--- config.mk ---
export PLATFORM = sky130hd
export DESIGN_NAME = pipe_ctrl
export DESIGN_NICKNAME = d
export VERILOG_FILES = /design/src/rtl/pipe_ctrl_pkg.sv /design/src/rtl/sat_counter.sv /design/src/rtl/pipe_ctrl.sv
export SDC_FILE = /design/constraint.sdc
export NUM_CORES = 1
export LEC_CHECK = 0
export BUFFER_PORTS_ARGS = -buffer_cell sky130_fd_sc_hd__buf_2
export CELL_PAD_IN_SITES_DETAIL_PLACEMENT = 1
export CELL_PAD_IN_SITES_GLOBAL_PLACEMENT = 2
export CORE_MARGIN = 2
export CORE_UTILIZATION = 33
export DETAILED_ROUTE_END_ITERATION = 16
export PLACE_DENSITY = 0.79
export SLEW_MARGIN = 0
export SYNTH_ARGS = -nofsm -noshare
export SYNTH_HDL_FRONTEND = slang
export SYNTH_SLANG_ARGS = --single-unit
--- constraint.sdc ---
create_clock -name clk -period 5.3 [get_ports clk]
set_input_delay 0.53 -clock clk [delete_from_list [all_inputs] [get_ports clk]]
set_output_delay 0.53 -clock clk [all_outputs]
set_load 0.1 [all_outputs]
--- src/rtl/pipe_ctrl_pkg.sv ---
// Shared types and constants for the pipeline hazard/stall controller.
package pipe_ctrl_pkg;

  typedef enum logic [1:0] {
    StRun,
    StMemWait,
    StError
  } state_e;

  localparam logic [4:0]  XZR             = 5'd31;
  localparam int unsigned MEM_TIMEOUT_DEF = 255;

endpackage

--- src/rtl/sat_counter.sv ---
// Saturating up-counter with asynchronous clear; holds at all-ones.
module sat_counter #(
  parameter int unsigned Width = 16
) (
  input  logic             clk_i,
  input  logic             rst_ni,
  input  logic             inc_i,
  output logic [Width-1:0] count_o
);

  logic [Width-1:0] count_q, count_d;

  always_comb begin
    count_d = count_q;
    if (inc_i && (count_q != '1)) begin
      count_d = count_q + Width'(1);
    end
  end

  always_ff @(posedge clk_i or negedge rst_ni) begin
    if (!rst_ni) begin
      count_q <= '0;
    end else begin
      count_q <= count_d;
    end
  end

  assign count_o = count_q;

endmodule

--- src/rtl/pipe_ctrl.sv ---
// Pipeline controller: load-use stalls, branch flushes, memory-wait freeze with timeout,
// and saturating stall/flush performance counters.
module pipe_ctrl
  import pipe_ctrl_pkg::*;
#(
  parameter int unsigned MEM_TIMEOUT = MEM_TIMEOUT_DEF,
  parameter int unsigned CNT_W       = 16
) (
  input  logic             clk,
  input  logic             rst_n,
  input  logic [4:0]       id_rn,
  input  logic [4:0]       id_rm,
  input  logic             id_uses_rm,
  input  logic [4:0]       ex_rd,
  input  logic             ex_readmem,
  input  logic             ex_regwri,
  input  logic             ex_brtaken,
  input  logic             ex_br,
  input  logic             mem_access,
  input  logic             mem_ready,
  output logic             pc_en,
  output logic             ifid_en,
  output logic             idex_en,
  output logic             exmem_en,
  output logic             memwb_en,
  output logic             ifid_flush,
  output logic             idex_flush,
  output logic             mem_err,
  output logic [CNT_W-1:0] stall_cnt,
  output logic [CNT_W-1:0] flush_cnt
);

  localparam int unsigned WaitW    = ($clog2(MEM_TIMEOUT + 1) > 8) ? $clog2(MEM_TIMEOUT + 1) : 8;
  localparam logic [WaitW-1:0] WaitLast = WaitW'(MEM_TIMEOUT - 1);

  state_e           state_q, state_d;
  logic [WaitW-1:0] wait_q, wait_d;
  logic             load_use, branch, mem_stall;
  logic             stall_inc, flush_inc;

  assign load_use  = ex_readmem & ex_regwri & (ex_rd != XZR) &
                     ((ex_rd == id_rn) | (id_uses_rm & (ex_rd == id_rm)));
  assign branch    = ex_brtaken | ex_br;
  assign mem_stall = mem_access & ~mem_ready;

  always_comb begin
    state_d    = state_q;
    wait_d     = wait_q;
    pc_en      = 1'b0;
    ifid_en    = 1'b0;
    idex_en    = 1'b0;
    exmem_en   = 1'b0;
    memwb_en   = 1'b0;
    ifid_flush = 1'b0;
    idex_flush = 1'b0;
    stall_inc  = 1'b0;
    flush_inc  = 1'b0;
    mem_err    = 1'b0;

    unique case (state_q)
      StRun: begin
        if (mem_stall) begin
          // The first frozen cycle is spent in RUN and counts as a stall.
          stall_inc = 1'b1;
          wait_d    = '0;
          state_d   = StMemWait;
        end else begin
          pc_en    = 1'b1;
          ifid_en  = 1'b1;
          idex_en  = 1'b1;
          exmem_en = 1'b1;
          memwb_en = 1'b1;
          if (branch) begin
            ifid_flush = 1'b1;
            idex_flush = 1'b1;
            flush_inc  = 1'b1;
          end else if (load_use) begin
            pc_en      = 1'b0;
            ifid_en    = 1'b0;
            idex_flush = 1'b1;
            stall_inc  = 1'b1;
          end
        end
      end
      StMemWait: begin
        stall_inc = 1'b1;
        if (mem_ready) begin
          wait_d  = '0;
          state_d = StRun;
        end else if (wait_q == WaitLast) begin
          state_d = StError;
        end else begin
          wait_d = wait_q + WaitW'(1);
        end
      end
      StError: begin
        mem_err = 1'b1;
      end
      default: begin
        state_d = StRun;
      end
    endcase
  end

  always_ff @(posedge clk or negedge rst_n) begin
    if (!rst_n) begin
      state_q <= StRun;
      wait_q  <= '0;
    end else begin
      state_q <= state_d;
      wait_q  <= wait_d;
    end
  end

  sat_counter #(
    .Width (CNT_W)
  ) u_stall_cnt (
    .clk_i   (clk),
    .rst_ni  (rst_n),
    .inc_i   (stall_inc),
    .count_o (stall_cnt)
  );

  sat_counter #(
    .Width (CNT_W)
  ) u_flush_cnt (
    .clk_i   (clk),
    .rst_ni  (rst_n),
    .inc_i   (flush_inc),
    .count_o (flush_cnt)
  );

endmodule

## Word level (Yosys, flattened, before mapping)

Cells that the tools add are included.

| cells by class | value |
|---|---|
| add/subtract/negate cells | 3 |
| multipliers | 0 |
| divide/modulo/power cells | 0 |
| order comparisons | 0 |
| equal/unequal tests | 11 |
| shift-type cells | 0 |
| mux-type cells | 25 |
| bitwise gates (word level) | 9 |
| reductions and logical operators | 6 |

Operator list:

| cell | count |
|---|---|
| $add 16x1->16 const B | 2 |
| $ne 16x16->1 const B | 2 |
| $mux 8 | 3 |
| $mux 1 | 16 |
| $pmux 8 s2 | 1 |
| $eq 5x5->1 | 2 |
| $add 8x1->8 const B | 1 |
| $eq 8x8->1 const B | 1 |
| $mux 2 | 3 |
| $ne 3x3->1 const B | 2 |
| $pmux 2 s3 | 1 |
| $reduce_and 3->1 | 2 |
| $and 1x1->1 | 5 |
| $ne 5x5->1 const B | 1 |
| $eq 2x1->1 const B | 1 |
| $eq 2x2->1 const B | 1 |
| $logic_and 1x1->1 | 2 |
| $logic_not 2->1 | 1 |
| $ne 2x2->1 const B | 1 |
| $not 1->1 | 2 |
| $or 1x1->1 | 2 |
| $pmux 1 s2 | 1 |
| $reduce_bool 2->1 | 1 |

| storage, ports and cells | value |
|---|---|
| register bits | 42 |
| bits in latches | 0 |
| bits in writable memories | 0 |
| memory bits (read-only) | 0 |
| bits of input ports | 24 |
| output and inout bits | 40 |
| logic and storage cells | 58 |
| memories kept | 0 |

## Logic depth before layout (Yosys ltp)

| depth | value |
|---|---|
| depth after elaboration | 9 |
| mapped depth | 8 |
| depth with buffers taken out | 8 |

## Hierarchy

From an unflattened synthesis, not the netlist that was laid out.

| unflattened totals | value |
|---|---|
| cells, all modules | 237 |
| area, all modules | 2546.2 um^2 |

By module, submodules not included:

| module | instances | cells an instance | area each (um^2) | sequential area each (um^2) |
|---|---|---|---|---|
| sat_counter | 2 | 72 | 859.6 | 400.4 |
| pipe_ctrl | 1 | 93 | 827.0 | 250.2 |

## Least setup slack after synthesis

OpenSTA, ideal clock, no wires.

| path | value |
|---|---|
| path kind | input-to-output |
| start point | in mem_access |
| end point | out pc_en |
| data arrival time | 3.218 ns |
| required time | 4.770 ns |
| slack | 1.552 ns |
| stages | 4 |
| path buffers | 1 |
| path through | nor2b_2 or3_2 a31oi_1 buf_4 |

| between the ends | value |
|---|---|
| cells in the longest elaborated chain, start to end | 3 |

RTL lines:

| item | RTL line | text |
|---|---|---|
| from (decl) | pipe_ctrl.sv:19 | `input logic mem_access,` |
| $and 1x1->1 | pipe_ctrl.sv:44 | `assign mem_stall = mem_access & ~mem_ready;` |
| $mux 1 (2 in a row) | - |  |
| to (decl) | pipe_ctrl.sv:21 | `output logic pc_en,` |

Every way passes these cells.

## Final worst setup path

| path | value |
|---|---|
| start point | reg state_q[0] |
| end point | out ifid_en |

| between the ends | value |
|---|---|
| cells in the longest elaborated chain, start to end | 2 |

RTL lines:

| item | RTL line | text |
|---|---|---|
| from (decl) | pipe_ctrl.sv:36 | `state_e state_q, state_d;` |
| from (signal assigned) | pipe_ctrl.sv:107 | `state_q <= StRun;` |
| from (signal assigned) | pipe_ctrl.sv:110 | `state_q <= state_d;` |
| $logic_not 2->1 | pipe_ctrl.sv:60 | `unique case (state_q)` |
| $mux 1 | pipe_ctrl.sv:60 |  |
| to (decl) | pipe_ctrl.sv:22 | `output logic ifid_en,` |

Every way passes these cells.

==> out/results.ini <==
[logic_synthesis]
yosys-top-cells-area=dfrtp_1 48%, xnor2_1 12%, xor2_1 5.2%
netlist_instances=220
synth_seq_area_share_pct=47.9
synth_seq_cells=42
synth_edf_count=0
synth_largest_area_cell=dfrtp_1
post_synth_num_cell_types=37
synth-async-reset-ratio_pct=100
avgSynthCellArea_um2=9.98
yosys_warnings=0
synth.net_count=248
ys.flop_type=dfrtp_1
synth_top_area_share_pct=47.9
netlist_area_um2=2200

[global_route]
grt_pass1_wl_um=8890
grt_max_degree=43
grt_antenna_before_repair=0
grt_usage_pct=15.0
grt_pass1_vias=1883
grt_overflow_total=0

[clock_network]
cts_buffers=5
clk_pin_slew_ps=80
cts_resized=0
clockBufferDepth=2
cts-root-buf=clkbuf_8
cts_hold_buffers=0
cts_sinks=42
cts_max_level=2
clk_latency_ps=290
postCtsSetupRepairBufs=0
cts_tree=yes

[critical_path]
path_buf_inv=1
cp_top_family=simple AND/OR/NAND/NOR gates
crit_path_start_kind=flip-flop
required_ps=4770
endpoint_kind=output pin
path_class=flip-flop to output pin
cp_slowest_cell=or3_2
rr_startpoint=state_q[0]
rr_endpoint=u_flush_cnt.count_o[13]
path_max_fanout=8
crit_chain=or3_2 -> a31oi_1 -> buf_2
r2r_slack_ps=3240
arrival_ps=1940
slowest_delay_ps=510
r2r_cells=5

[timing]
period_share_pct=46.7
rsz0062_at_grt=false
finalSetupTns_ps=0
finalCriticalPeriod_ps=2470
drv_slew=0
tightest_slew_ps=947
finalClockSkew_ps=12.5
fin_ws_ps=2830
relSlewSlack_pct=36.9
fmax_mhz=404
setup_viol=0
hold_viol=0

[floorplanning]
dieArea_um2=7320
fp.dieW_um=85.6
core-area_um2=6390
ioPinCount=64
floorplan.rows=29
start_util_pct=34.4
dieHeight_um=85.6

[routing]
firstDrtPassIters=4
drtIter0Drc=53
wl_um=5050
drc=0
wl_per_cell_um=13.9
dr_total_vias=1846
drtAntennaViolNets=0
viasPerCell=5.09

[cells_and_area]
syn_to_final_growth_pct=22.3
antennaDiodeCount=0
nets=313
final_common_cell=buf_2
layout-drive-gt1-share_pct=28.3
final_cell_mix=63 x buf_2, 42 x dfrtp_1, 31 x xnor2_1, 20 x nand3_1, 18 x nand2_1

[power_and_ir_drop]
power_uw=1380
max-vdd-ir-drop_mv=0.330
power.density_nw_per_um2=515
leakagePower_uw=0.00128

[placement]
finalWeightedCongestion=0.725
io_buffers=63
dpl_worst_slack_ps=2870
dp_hpwl_um=3860

[min_path]
hold_class=input pin to async pin

[flow_run]
maxCapViolCount=0

[run_status]
outcome=complete, no violations

synthesized netlist by cell type, types with 3 or more instances:
cell,count
dfrtp_1,42
inv_1,8
and3_1,7
nand3_1,20
ha_1,4
nor2_1,16
a21oi_1,5
nand4_1,15
buf_4,3
xor2_1,13
nand2_1,18
nor3_1,6
xnor2_1,31
worst max-delay path by stage:
stage                     from          to  cells past startpoint
global route        state_q[1]     ifid_en                      3
global placement    mem_access     ifid_en                      5
detailed placement    ex_rd[4]  idex_flush                      7
CTS                 state_q[0]     ifid_en                      3
floorplan           mem_access       pc_en                      4
finish              state_q[0]     ifid_en                      3
per-layer routing:
metal	GRT usage [%]	vias to the layer above	routed length, um
met5	0	-	0
met4	4.18	0	43
met3	3.95	4	250
met2	24.4	34	2400
met1	19.9	915	2350
li1	-	893	-
cell families after synthesis:
group | count (synthesis) | synth area share, %
muxes | 2 | 1.03
DFF | 42 | 47.9
buffers and inverters | 13 | 2.79
and+or+nand+nor | 99 | 23.7
AOI/OAI and AO/OA | 16 | 4.79
xor gates and xnor gates | 44 | 17.5
adders and majority gates | 4 | 2.28
area by class of cell:
cell class,instances,area [um2]
repair buffers,63,315
clock inverters,2,37.5
inverters,8,30.0
well taps,77,96.3
flip-flops and latches,42,1050
clock buffers,6,72.6
multi-input cells,165,1080
fillers,774,3700
flip-flops by register name, indices dropped and copies added, names as in the netlist:
name / flops
state_q: 2
u_flush_cnt.count_o: 16
u_stall_cnt.count_o: 16
wait_q: 8
report_power, final:
group          internal, uW  switching [uW]
Combinational           114             559
Clock                   141             109
Sequential              380            79.0
Total                   635             748
through the flow:
| stage | instances | utilization, % | cell area (um2) | hold WS (ps) |
|---|---|---|---|---|
| detailed placement | 355 | 40.3 | 2580 | 485 |
| global placement | 355 | 40.3 | 2580 | 478 |
| CTS | 363 | 42.1 | 2690 | 423 |
| global route | 363 | 42.1 | 2690 | 466 |
| floorplan | 220 | - | 2200 | 234 |
| finish | 363 | 42.1 | 2690 | 385 |
No activity file was read; power rests on OpenSTA's default activity.
